**config.mk**
```make
export PLATFORM = sky130hd
export DESIGN_NAME = i2s_stereo_serializer
export DESIGN_NICKNAME = d
export VERILOG_FILES = /design/src/rtl/audio_pkg.sv /design/src/rtl/i2s_bit_timer.sv /design/src/rtl/i2s_stereo_serializer.sv
export SDC_FILE = /design/constraint.sdc
export NUM_CORES = 1
export LEC_CHECK = 0
export CAP_MARGIN = 20
export CORE_ASPECT_RATIO = 0.8
export CORE_UTILIZATION = 55
export DETAILED_ROUTE_END_ITERATION = 6
export GPL_ROUTABILITY_DRIVEN = 0
export GPL_TIMING_DRIVEN = 1
export PLACE_DENSITY_LB_ADDON = 0.05
export SYNTH_ARGS = -nofsm -noshare
export SYNTH_HDL_FRONTEND = slang
export SYNTH_HIERARCHICAL = 1
export SYNTH_SLANG_ARGS = --single-unit
```
**constraint.sdc**
```tcl
create_clock -name clk -period 6.1 [get_ports clk]
set_input_delay 1.22 -clock clk [delete_from_list [all_inputs] [get_ports clk]]
set_output_delay 1.22 -clock clk [all_outputs]
set_load 0.01 [all_outputs]
```
**src/rtl/audio_pkg.sv**
```systemverilog
// Shared audio constants and the serializer state encoding.
package audio_pkg;

  localparam int AUDIO_DATA_W  = 18;
  localparam int I2S_SLOT_BITS = 32;
  localparam int I2S_BCLK_DIV  = 16;

  typedef enum logic [1:0] {
    ST_IDLE  = 2'd0,
    ST_RUN   = 2'd1,
    ST_DRAIN = 2'd2
  } i2s_state_e;

endpackage

```
**src/rtl/i2s_bit_timer.sv**
```systemverilog
// BCLK divider and frame bit counter for the I2S serializer.
// Strobes describe the values the counters take on the next clk edge,
// so the parent can register its outputs in step with the counters.
module i2s_bit_timer import audio_pkg::*; #(
  parameter int BCLK_DIV  = I2S_BCLK_DIV,
  parameter int SLOT_BITS = I2S_SLOT_BITS,
  parameter int BIT_W     = $clog2(2*SLOT_BITS)
) (
  input  logic             clk,
  input  logic             rst,
  input  logic             clr,
  input  logic             adv,
  output logic [BIT_W-1:0] bit_nxt,
  output logic             fs_nxt,
  output logic             fall_nxt,
  output logic             bclk_nxt,
  output logic             last_cyc
);

  localparam int DIV_W = $clog2(BCLK_DIV);
  localparam logic [DIV_W-1:0] DIV_MAX  = DIV_W'(BCLK_DIV - 1);
  localparam logic [DIV_W-1:0] DIV_HALF = DIV_W'(BCLK_DIV / 2);
  localparam logic [BIT_W-1:0] BIT_MAX  = BIT_W'(2*SLOT_BITS - 1);

  logic [DIV_W-1:0] div_cnt_q, div_cnt_d;
  logic [BIT_W-1:0] bit_cnt_q, bit_cnt_d;

  // Next counter values: clear wins, bit_cnt steps only when div_cnt wraps.
  always_comb begin
    div_cnt_d = div_cnt_q;
    bit_cnt_d = bit_cnt_q;
    if (clr) begin
      div_cnt_d = '0;
      bit_cnt_d = '0;
    end else if (adv) begin
      if (div_cnt_q == DIV_MAX) begin
        div_cnt_d = '0;
        bit_cnt_d = (bit_cnt_q == BIT_MAX) ? '0 : bit_cnt_q + 1'b1;
      end else begin
        div_cnt_d = div_cnt_q + 1'b1;
      end
    end
  end

  // Counter registers.
  always_ff @(posedge clk) begin
    if (rst) begin
      div_cnt_q <= '0;
      bit_cnt_q <= '0;
    end else begin
      div_cnt_q <= div_cnt_d;
      bit_cnt_q <= bit_cnt_d;
    end
  end

  assign bit_nxt  = bit_cnt_d;
  assign fall_nxt = (div_cnt_d == '0);
  assign fs_nxt   = (div_cnt_d == '0) && (bit_cnt_d == '0);
  assign bclk_nxt = (div_cnt_d >= DIV_HALF);
  assign last_cyc = (div_cnt_q == DIV_MAX) && (bit_cnt_q == BIT_MAX);

endmodule

```
**src/rtl/i2s_stereo_serializer.sv**
```systemverilog
// Paces the stereo mixer and serialises its left/right results as I2S.
//
// state    | meaning
// ---------+-----------------------------------------------------------
// ST_IDLE  | counters and outputs held at 0, waiting for enable
// ST_RUN   | frames emitted back to back, FS latches data, pulses calcul_en
// ST_DRAIN | enable dropped: finish current frame, then IDLE or back to RUN
module i2s_stereo_serializer import audio_pkg::*; #(
  parameter int DATA_W    = AUDIO_DATA_W,
  parameter int BCLK_DIV  = I2S_BCLK_DIV,
  parameter int SLOT_BITS = I2S_SLOT_BITS
) (
  input  logic              clk,
  input  logic              rst,
  input  logic              enable,
  input  logic [DATA_W-1:0] data_in_right,
  input  logic [DATA_W-1:0] data_in_left,
  output logic              calcul_en,
  output logic              i2s_bclk,
  output logic              i2s_lrck,
  output logic              i2s_sdata,
  output logic              running
);

  localparam int BIT_W = $clog2(2*SLOT_BITS);
  localparam logic [BIT_W-1:0] RIGHT_START = BIT_W'(SLOT_BITS);

  i2s_state_e        state_q, state_d;
  logic [DATA_W-1:0] sh_q, sh_d;
  logic [DATA_W-1:0] right_q, right_d;
  logic              calcul_en_q, calcul_en_d;
  logic              bclk_q, bclk_d;
  logic              lrck_q, lrck_d;
  logic              sdata_q, sdata_d;
  logic              running_q, running_d;

  logic [BIT_W-1:0]  bit_nxt;
  logic              fs_nxt, fall_nxt, bclk_nxt, last_cyc;
  logic              active;

  // Counters stay cleared whenever the next state is IDLE; they only
  // advance out of a non-IDLE state, so the first RUN cycle is FS.
  i2s_bit_timer #(
    .BCLK_DIV  (BCLK_DIV),
    .SLOT_BITS (SLOT_BITS),
    .BIT_W     (BIT_W)
  ) u_timer (
    .clk      (clk),
    .rst      (rst),
    .clr      (state_d == ST_IDLE),
    .adv      (state_q != ST_IDLE),
    .bit_nxt  (bit_nxt),
    .fs_nxt   (fs_nxt),
    .fall_nxt (fall_nxt),
    .bclk_nxt (bclk_nxt),
    .last_cyc (last_cyc)
  );

  // Next state: a drop of enable is only acted on at the frame's last cycle.
  always_comb begin
    state_d = state_q;
    case (state_q)
      ST_IDLE:  if (enable) state_d = ST_RUN;
      ST_RUN:   if (!enable) state_d = ST_DRAIN;
      ST_DRAIN: if (last_cyc) state_d = enable ? ST_RUN : ST_IDLE;
      default:  state_d = ST_IDLE;
    endcase
  end

  assign active = (state_d != ST_IDLE);

  // Output and shift logic, computed from the next counter values so the
  // registered outputs line up with the registered counters.
  always_comb begin
    calcul_en_d = active && fs_nxt;
    bclk_d      = active && bclk_nxt;
    lrck_d      = active && (bit_nxt >= RIGHT_START);
    running_d   = active;
    sh_d        = sh_q;
    right_d     = right_q;
    sdata_d     = sdata_q;
    if (!active) begin
      sh_d    = '0;
      right_d = '0;
      sdata_d = 1'b0;
    end else if (fall_nxt) begin
      if (fs_nxt) begin
        // Left goes straight into the shifter; right waits for its slot.
        sh_d    = data_in_left;
        right_d = data_in_right;
        sdata_d = 1'b0;
      end else if (bit_nxt == RIGHT_START) begin
        sh_d    = right_q;
        sdata_d = 1'b0;
      end else begin
        // Zero fill empties the shifter after DATA_W bits, padding the slot.
        sdata_d = sh_q[DATA_W-1];
        sh_d    = {sh_q[DATA_W-2:0], 1'b0};
      end
    end
  end

  // State, data and output registers.
  always_ff @(posedge clk) begin
    if (rst) begin
      state_q     <= ST_IDLE;
      sh_q        <= '0;
      right_q     <= '0;
      calcul_en_q <= 1'b0;
      bclk_q      <= 1'b0;
      lrck_q      <= 1'b0;
      sdata_q     <= 1'b0;
      running_q   <= 1'b0;
    end else begin
      state_q     <= state_d;
      sh_q        <= sh_d;
      right_q     <= right_d;
      calcul_en_q <= calcul_en_d;
      bclk_q      <= bclk_d;
      lrck_q      <= lrck_d;
      sdata_q     <= sdata_d;
      running_q   <= running_d;
    end
  end

  assign calcul_en = calcul_en_q;
  assign i2s_bclk  = bclk_q;
  assign i2s_lrck  = lrck_q;
  assign i2s_sdata = sdata_q;
  assign running   = running_q;

endmodule

```
Yosys cells after proc, flatten, opt, wreduce, memory -nomap -nowiden --
Index checks and enable logic that the tools add are counted.
Word-level totals: input bits 39, logic and storage cells 49, register bits after elaboration 53, output and inout bits 5
Cells by class: muxes and demuxes 16, add/subtract/negate cells 2, magnitude comparators 2, eq/ne operators 5, bitwise logic cells 1, reduce and logical (&&, ||, !) cells 13
Operators with widths (number):
- 2-to-1 mux 18 bit | 2
- 2-to-1 mux 6 bit | 4
- equality test 6 bit, second input constant | 2
- 2-to-1 mux 4 bit | 3
- adder 6 x 1 -> 6 bit, second input constant | 1
- >= comparator 6 bit, second input constant | 1
- zero test 6 bit | 1
- 2-to-1 mux 2 bit | 3
- case mux 2 bit (3 select lines) | 1
- logical AND 1 bit | 5
- adder 4 x 1 -> 4 bit, second input constant | 1
- equality test 4 bit, second input constant | 1
- >= comparator 4 bit, second input constant | 1
- zero test 2 bit | 2
- zero test 4 bit | 1
- nonzero test 2 bit | 2
- 2-to-1 mux 1 bit | 3
- equality test 2 x 1 -> 1 bit, second input constant | 1
- equality test 2 bit, second input constant | 1
- AND reduction 2 bit | 1
- OR reduction 2 bit | 1
- NOT 1 bit | 1

Longest topological paths before layout --
Gate-level depths: netlist (run 1).
depth after elaboration 9, gate-level depth with buffers 16

Cells and area by module --
The synthesis (run 1) kept the hierarchy.
Modules (own cells, without submodules):
- i2s_stereo_serializer | cells an instance 233, times used 1, area each 2004.4 um2
- i2s_bit_timer | cells an instance 91, times used 1, area each 681.9 um2

Worst setup path before layout (run 1) --
No wires, ideal clock.
path type in2reg, start point input enable, end point register right_q[10], arrival time 3.183 ns, slack 2.847 ns, stages on the path 10, library setup time 0.070 ns, path buffers 3, path through o31ai_1 -> clkbuf_1 -> inv_1 -> o311a_1 -> a2111oi_2 -> and2_1 -> clkbuf_1 -> clkbuf_1 -> nand2_1 -> a21oi_1
On the way: longest elaborated chain between the ends 8, elaborated cells on any way between the ends 15, classes of those cells mux (7); bitwise (1); reduce/logical (7)
RTL lines:
- start, declared | line i2s_stereo_serializer.sv:15 | input logic enable,
- 2-to-1 mux 1 bit | line i2s_stereo_serializer.sv:65 | ST_DRAIN: if (last_cyc) state_d = enable ? ST_RUN : ST_IDLE;
- 2-to-1 mux 2 bit | line i2s_stereo_serializer.sv:65
- case mux 2 bit (3 select lines) (*) | line i2s_stereo_serializer.sv:62 | case (state_q)
- zero test 2 bit (*) | line i2s_stereo_serializer.sv:50 | .clr (state_d == ST_IDLE),
- 2-to-1 mux 6 bit / 2-to-1 mux 4 bit (equally long branches) | line i2s_bit_timer.sv:32 | if (clr) begin
- zero test 6 bit / zero test 4 bit (equally long branches) | line i2s_bit_timer.sv:58 | assign fs_nxt = (div_cnt_d == '0) && (bit_cnt_d == '0);
- logical AND 1 bit (*) | line i2s_bit_timer.sv:58
- net fs_nxt | line i2s_stereo_serializer.sv:38 | logic fs_nxt, fall_nxt, bclk_nxt, last_cyc;
- AND reduction 2 bit (no source line) (*)
- end signal, assigned | line i2s_stereo_serializer.sv:117 | right_q <= right_d;
- end, declared | line i2s_stereo_serializer.sv:30 | logic [DATA_W-1:0] right_q, right_d;
Mark *: on every way through the listed nets, which the timed path passes. The rest lies on a longest branch. A chain may end at the register's enable or synchronous reset.

Worst setup path after layout (run 1) --
start point register u_timer.bit_cnt_q[0], end point register sh_q[3]
On the way: longest elaborated chain between the ends 9, elaborated cells on any way between the ends 20, classes of those cells add/sub (1); eq/ne (2); mux (9); bitwise (1); reduce/logical (7)
RTL lines:
- start, declared | line i2s_bit_timer.sv:26 | logic [BIT_W-1:0] bit_cnt_q, bit_cnt_d;
- start signal, assigned | line i2s_bit_timer.sv:52 | bit_cnt_q <= bit_cnt_d;
- equality test 6 bit (*) | line i2s_bit_timer.sv:60 | assign last_cyc = (div_cnt_q == DIV_MAX) && (bit_cnt_q == BIT_MAX);
- logical AND 1 bit (*) | line i2s_bit_timer.sv:60
- net last_cyc | line i2s_stereo_serializer.sv:38
- 2-to-1 mux 2 bit (*) | line i2s_stereo_serializer.sv:65
- case mux 2 bit (3 select lines) (*) | line i2s_stereo_serializer.sv:62
- zero test 2 bit (*) | line i2s_stereo_serializer.sv:50
- 2-to-1 mux 6 bit / 2-to-1 mux 4 bit (equally long branches) | line i2s_bit_timer.sv:32
- zero test 6 bit / zero test 4 bit (equally long branches) | line i2s_bit_timer.sv:58
- logical AND 1 bit (*) | line i2s_bit_timer.sv:58
- net fs_nxt | line i2s_stereo_serializer.sv:38
- 2-to-1 mux 18 bit (*) | line i2s_stereo_serializer.sv:87 | if (fs_nxt) begin
- end signal, assigned | line i2s_stereo_serializer.sv:107 | sh_q <= '0;
- end signal, assigned | line i2s_stereo_serializer.sv:116 | sh_q <= sh_d;
- end, declared | line i2s_stereo_serializer.sv:29 | logic [DATA_W-1:0] sh_q, sh_d;
Marked as above.

==> flow_metrics.env, run 1 <==
export IMPL_status="finished, final reports clean"
export IMPL_yosys_cell_types_count=50
export IMPL_dr_total_vias=2394
export IMPL_grt_busiest_layer="met1"
export IMPL_power_density_nw_per_um2=238
export IMPL_grt_pass1_vias=2032
export IMPL_grt_pass1_wl_um=10300
export IMPL_ys_ff_latch=53
export IMPL_crit_slowest_cell="a2111oi_4"
export IMPL_grt_usage=0.259
export IMPL_syn_area_um2=2690
export IMPL_fillers=394
export IMPL_sw_frac_of_total=0.286
export IMPL_ant_nets=0
export IMPL_detail_route_first_pass_iterations=4
export IMPL_whs_endpoint="right_q[0]$_SDFFE_PP0P_"
export IMPL_dp_cells=403
export IMPL_finalSetupViolCount=0
export IMPL_r2r_start="u_timer/bit_cnt_q[0]$_SDFF_PP0_"
export IMPL_synthArstFlopShare=0
export IMPL_ir_worst_vdd_v=0.000188
export IMPL_p_int_uw=537
export IMPL_cp_required_ps=6280
export IMPL_cp_max_fo=21
export IMPL_cts_htree_levels=2
export IMPL_endpoint_kind="flip-flop"
export IMPL_post_cts_resized=0
export IMPL_cts_tree="done"
export IMPL_slowest_delay_ps=880
export IMPL_final_area_um2=3170
export IMPL_postCtsSetupBuffers=0
export IMPL_grtUsageMet3=0.0648
export IMPL_r2r_end="sh_q[3]$_SDFFE_PP0P_"
export IMPL_syn_nets=365
export IMPL_clockBufferDepth=2
export IMPL_finalNetCount=391
export IMPL_diodes=0
export IMPL_rows=22
export IMPL_fmax_ghz=0.230
export IMPL_crit_type="reg -> reg"
export IMPL_seqPwrFrac=0.511
export IMPL_grt_overflow_total=0
export IMPL_via_per_inst=5.82
export IMPL_startpoint_type="flip-flop"
export IMPL_dpl_cell_area_um2=3080
export IMPL_hpwl_um=4360
export IMPL_insertion_delay_ps=290
export IMPL_fin_crit_sh=0.712
export IMPL_critPathTopFamily="compound AO/OA/AOI/OAI gates"
export IMPL_power_switching_uw=216
export IMPL_cts_clk_slew_worst_paths_ps=90
export IMPL_drive_above_1_share=0.0655
export IMPL_syn_area_per_cell_um2=8.29
export IMPL_chipHeight_um=64.5
export IMPL_hold_worst_slack_ps=465
export IMPL_grt_max_degree=41
export IMPL_fin_crit_ps=4350
export IMPL_ys_warn_count=6
export IMPL_drtIter0Drc=262
export IMPL_cts_root_buf="clkbuf_8"
export IMPL_maxSlewHeadroom=0.364
export IMPL_r2r_cells=14
export IMPL_r2r_slack_ps=1750
export IMPL_synthFlopType="dfxtp_1"
export IMPL_cts_sinks=53
export IMPL_hp_start="right_q[0]$_SDFFE_PP0P_"
export IMPL_drc=0
export IMPL_maxCapViolCount=0
export IMPL_core_um2=4650
export IMPL_tns_ps=0
export IMPL_yosysSeqAreaShare=0.395
export IMPL_hold_buffers=0
export IMPL_syn_to_final_growth_pct=17.9
export IMPL_rsz0062_at_grt="no"
export IMPL_initial_utilization=0.577
export IMPL_critPathArrivalTime_ps=4520
export IMPL_die_area_um2=5170
export IMPL_hold_path_cell_count=2
export IMPL_drv_slew=0
export IMPL_worst_clock_skew_ps=6.55
export IMPL_wl_per_cell_um=15.2
export IMPL_comb_power_share=0.238
export IMPL_worst_pin_slew_ps=954
export IMPL_cts_buffers=5
export IMPL_die_w_um=80.1
export IMPL_hold_violations=0
export IMPL_worstHoldPathType="reg -> reg"
export IMPL_path_cells="ha_1 > and3_1 > nand3_1 > nor2_1 > nor2b_1 > o31ai_1 > buf_4 > inv_1 > o311a_1 > a2111oi_4 > inv_1 > o21ai_0 > o21bai_1 > a21oi_1"
export IMPL_synthCells=324
export IMPL_finalNonFillerCells=411
export IMPL_grt_util_met2=0.321
export IMPL_portBuffers=43
export IMPL_power_share_clock=0.251
export IMPL_cpMostUsedCell="inv_1"
export IMPL_synth_edf_count=0
export IMPL_num_io_pins=44
export IMPL_path_buf_inv=3
export IMPL_final_common_cell="dfxtp_1"
export IMPL_antenna_found_initial=0
export IMPL_wirelength_um=6270
export IMPL_final_cell_mix="dfxtp_1, nand2_1, clkdlybuf4s50_1"
export IMPL_leakagePower_nw=1.10
export IMPL_met1_usage=0.434
-- state kept, by name, summed over array words and instances, names as in the netlist --
signal / flops
calcul_en: 1
i2s_bclk: 1
i2s_lrck: 1
i2s_sdata: 1
right_q: 18
running: 1
sh_q: 18
state_q: 2
u_timer/bit_cnt_q: 6
u_timer/div_cnt_q: 4
-- Yosys cell counts (all sizes together) (5+ instances only) --
master / n / area share
nor2: 15 / 0.021
a21oi: 43 / 0.082
a21boi: 17 / 0.048
o221ai: 16 / 0.052
clkbuf: 14 / 0.024
dfxtp: 53 / 0.39
nand2b: 20 / 0.047
a31o: 17 / 0.055
nor2b: 6 / 0.014
nor3: 9 / 0.017
inv: 5 / 0.0070
nand3: 5 / 0.0093
buf: 14 / 0.034
nand2: 48 / 0.067
-- per-layer routing --
layer	wire (um)	part of all wire
met4	17	0.0027
met2	2290	0.37
met1	3430	0.55
met3	527	0.084
met5	0	0
-- worst max path at each step --
| stage | startpoint | to | slack [ps] | cells past startpoint |
|---|---|---|---|---|
| 2_1_floorplan | enable | right_q[10]$_SDFFE_PP0P_ | 2850 | 10 |
| 3_5_place_dp | enable | sh_q[3]$_SDFFE_PP0P_ | 1610 | 10 |
| 6_report | u_timer/bit_cnt_q[0]$_SDFF_PP0_ | sh_q[3]$_SDFFE_PP0P_ | 1750 | 14 |
| 4_1_cts | u_timer/bit_cnt_q[0]$_SDFF_PP0_ | sh_q[3]$_SDFFE_PP0P_ | 1820 | 14 |
| 3_3_place_gp | enable | sh_q[3]$_SDFFE_PP0P_ | 1680 | 10 |
| 5_1_grt | u_timer/bit_cnt_q[0]$_SDFF_PP0_ | sh_q[3]$_SDFFE_PP0P_ | 1240 | 15 |
-- cell families (layout without fill, tap and decap cells) --
kind of cell	count (synthesis)	in the layout	synth area share
flops	53	53	0.395
fa+ha+maj	2	2	0.00931
buf+inv	33	60	0.0652
simple gates	120	120	0.224
compound gates	110	110	0.286
xor+xnor	5	5	0.0163
mux	1	1	0.00373
-- metrics by stage --
stage / utilization / total power [mW] / setup WS (ps)
2_1_floorplan: - / 0.517 / 2850
3_3_place_gp: 0.663 / 0.567 / 1680
3_5_place_dp: 0.663 / 0.571 / 1610
4_1_cts: 0.681 / 0.759 / 1820
5_1_grt: 0.681 / 0.798 / 1240
6_report: 0.681 / 0.753 / 1750
-- power groups by stage --
| stage | Clock (mW) | Combinational [mW] | Sequential [mW] |
|---|---|---|---|
| CTS | 0.194 | 0.180 | 0.384 |
| finish | 0.189 | 0.179 | 0.385 |
| global placement | 0 | 0.175 | 0.392 |
| detailed placement | 0 | 0.179 | 0.392 |
| global route | 0.211 | 0.200 | 0.388 |
| floorplan | 0 | 0.129 | 0.389 |
-- worst register-to-register path, stage by stage (launching register included) --
cell,delay (ps)
dfxtp_1,510
ha_1,330
and3_1,240
nand3_1,200
nor2_1,220
nor2b_1,90
o31ai_1,200
buf_4,250
inv_1,120
o311a_1,150
a2111oi_4,880
inv_1,580
o21ai_0,280
o21bai_1,130
a21oi_1,70
-- final cells by class --
cell class | instances | area, um^2 | share of cell area
clock inverters | 1 | 7.51 | 0.00237
inverters | 5 | 18.8 | 0.00593
multi-input cells | 238 | 1470 | 0.463
well taps | 60 | 75.1 | 0.0237
repair buffers | 47 | 460 | 0.145
clock buffers | 7 | 76.3 | 0.0241
flip-flops and latches | 53 | 1060 | 0.335
Note: power is estimated with default switching activity, not from simulation.
==> inputs of run 2 (changes only) <==
--- a/config.mk
+++ b/config.mk
@@ -7,7 +7,7 @@
 export LEC_CHECK = 0
 export CAP_MARGIN = 20
 export CORE_ASPECT_RATIO = 0.8
-export CORE_UTILIZATION = 55
+export CORE_UTILIZATION = 48
 export DETAILED_ROUTE_END_ITERATION = 6
 export GPL_ROUTABILITY_DRIVEN = 0
 export GPL_TIMING_DRIVEN = 1
==> constraint.sdc (replaced) <==
create_clock -name clk -period 3.53 [get_ports clk]
set_input_delay 0.706 -clock clk [delete_from_list [all_inputs] [get_ports clk]]
set_output_delay 0.706 -clock clk [all_outputs]
set_load 0.01 [all_outputs]
==> run 2 against run 1 <==
Net effect: combinational power increased by 98%; die area is 14% higher; register-to-register slack worse by 1500 ps; wire length is 5.8% higher; maximum frequency grew 34%; clock skew hardly changed; via count rose by 1.4%; cell count increased by 7.1%; critical path depth is 1 higher; core utilization fell by 3.1 points; non-clock buffer count increased by 13; global-route usage fell by 2.7 points; critical path type unchanged.
==> flow_metrics.env, run 2 (same netlist as run 1, synthesis figures left out) <==
export IMPL_grt_pass1_wl_um=10500
export IMPL_wirelength_um=6630
export IMPL_fmax_ghz=0.308
export IMPL_ant_nets=0
export IMPL_antenna_found_initial=0
export IMPL_die_w_um=85.6
export IMPL_finalSetupViolCount=0
export IMPL_dp_cells=422
export IMPL_initial_utilization=0.516
export IMPL_drc=0
export IMPL_slowest_delay_ps=410
export IMPL_grt_pass1_vias=2097
export IMPL_cp_required_ps=3700
export IMPL_fin_crit_sh=0.919
export IMPL_rows=23
export IMPL_drtIter0Drc=210
export IMPL_sw_frac_of_total=0.266
export IMPL_cts_sinks=53
export IMPL_grt_overflow_total=0
export IMPL_crit_type="reg -> reg"
export IMPL_startpoint_type="flip-flop"
export IMPL_worstHoldPathType="reg -> reg"
export IMPL_maxCapViolCount=0
export IMPL_dr_total_vias=2428
export IMPL_num_io_pins=44
export IMPL_cpMostUsedCell="buf_4"
export IMPL_via_per_inst=5.52
export IMPL_power_share_clock=0.317
export IMPL_status="finished, final reports clean"
export IMPL_hpwl_um=4310
export IMPL_fin_crit_ps=3240
export IMPL_grt_usage=0.231
export IMPL_core_um2=5210
export IMPL_syn_to_final_growth_pct=25.9
export IMPL_power_switching_uw=398
export IMPL_largestRegisters="right_q (18), sh_q (18), u_timer/bit_cnt_q (6)"
export IMPL_finalNonFillerCells=440
export IMPL_cts_htree_levels=2
export IMPL_drv_slew=0
export IMPL_drive_above_1_share=0.123
export IMPL_p_int_mw=1.10
export IMPL_worst_clock_skew_ps=6.18
export IMPL_final_common_cell="dfxtp_1"
export IMPL_cts_root_buf="clkbuf_8"
export IMPL_endpoint_kind="flip-flop"
export IMPL_cts_clk_slew_worst_paths_ps=90
export IMPL_chipHeight_um=68.9
export IMPL_insertion_delay_ps=300
export IMPL_cts_tree="done"
export IMPL_hold_worst_slack_ps=470
export IMPL_ir_worst_vdd_v=0.000423
export IMPL_comb_power_share=0.237
export IMPL_seqPwrFrac=0.445
export IMPL_path_buf_inv=4
export IMPL_power_density_nw_per_um2=443
export IMPL_clockBufferDepth=2
export IMPL_final_cell_mix="dfxtp_1, nand2_1, clkdlybuf4s50_1"
export IMPL_wl_per_cell_um=15.1
export IMPL_die_area_um2=5900
export IMPL_cts_buffers=5
export IMPL_cp_max_fo=10
export IMPL_grt_max_degree=42
export IMPL_detail_route_first_pass_iterations=4
export IMPL_critPathArrivalTime_ps=3420
export IMPL_setup_slack_ps=287
export IMPL_maxSlewHeadroom=0.674
export IMPL_path_cells="ha_2 > and3_1 > nand3_1 > nor2_1 > nor2b_1 > o31ai_2 > inv_1 > o211ai_1 > o31ai_1 > a2111oi_4 > buf_4 > buf_4 > clkinvlp_4 > o221ai_1 > a21oi_1"
export IMPL_finalNetCount=405
export IMPL_dp_slack_ps=165
export IMPL_leakagePower_nw=1.20
export IMPL_worst_pin_slew_ps=485
export IMPL_crit_slowest_cell="dfxtp_2"
export IMPL_portBuffers=43
export IMPL_critPathTopFamily="compound AO/OA/AOI/OAI gates"
export IMPL_diodes=0
export IMPL_hold_violations=0
==> run 2: final timing paths <==
kind                                   start  cells after the start  slack [ps]                  endpoint
min                 right_q[13]$_SDFFE_PP0P_                      2         470  right_q[13]$_SDFFE_PP0P_
min reg2reg         right_q[13]$_SDFFE_PP0P_                      2         470  right_q[13]$_SDFFE_PP0P_
max          u_timer/bit_cnt_q[0]$_SDFF_PP0_                     15         290      sh_q[6]$_SDFFE_PP0P_
max reg2reg  u_timer/bit_cnt_q[0]$_SDFF_PP0_                     15         290      sh_q[6]$_SDFFE_PP0P_
==> run 2: repair_timing <==
action,CTS,global route
endpoints found under the setup margin,0,37
gates resized for setup,0,8
buffers inserted,0,8
hold buffers,0,0
==> run 2: layer usage <==
metal	global-route usage	part of all wire	vias to the layer above
li1	-	-	1243
met1	0.361	0.55	1101
met2	0.320	0.38	80
met3	0.0452	0.061	4
met4	0.0563	0.0057	0
met5	0	0	-
==> run 2: worst min-delay path: stages, from the launching register on <==
cell	delay, ps
dfxtp_1	330
nand2_1	50
a21oi_1	50
==> run 2: power groups by stage <==
stage / Sequential (mW) / Combinational [mW] / Clock [mW]
2_1_floorplan: 0.672 / 0.222 / 0
3_3_place_gp: 0.679 / 0.316 / 0
3_5_place_dp: 0.679 / 0.319 / 0
4_1_cts: 0.666 / 0.320 / 0.486
5_1_grt: 0.672 / 0.389 / 0.513
6_report: 0.667 / 0.355 / 0.475
==> run 2: final cells by class <==
type	instances	area, um^2
clock buffer	5	68.8
inverter	5	22.5
clock inverter	3	65.1
fill	449	1830
multi-input combinational	238	1480
sequential	53	1060
timing repair buffer	60	584
tap	75	93.8
timing repair inverter	1	7.51
==> run 2: per-stage QoR <==
| step | setup TNS (ps) | utilization | cell area [um^2] | power (mW) |
|---|---|---|---|---|
| final | 0 | 0.650 | 3380 | 1.50 |
| after CTS | 0 | 0.629 | 3280 | 1.47 |
| after global placement | 0 | 0.604 | 3140 | 0.995 |
| after global routing | -59.1 | 0.650 | 3380 | 1.57 |
| after floorplan | 0 | - | 2690 | 0.894 |
| after detailed placement | 0 | 0.604 | 3140 | 0.998 |
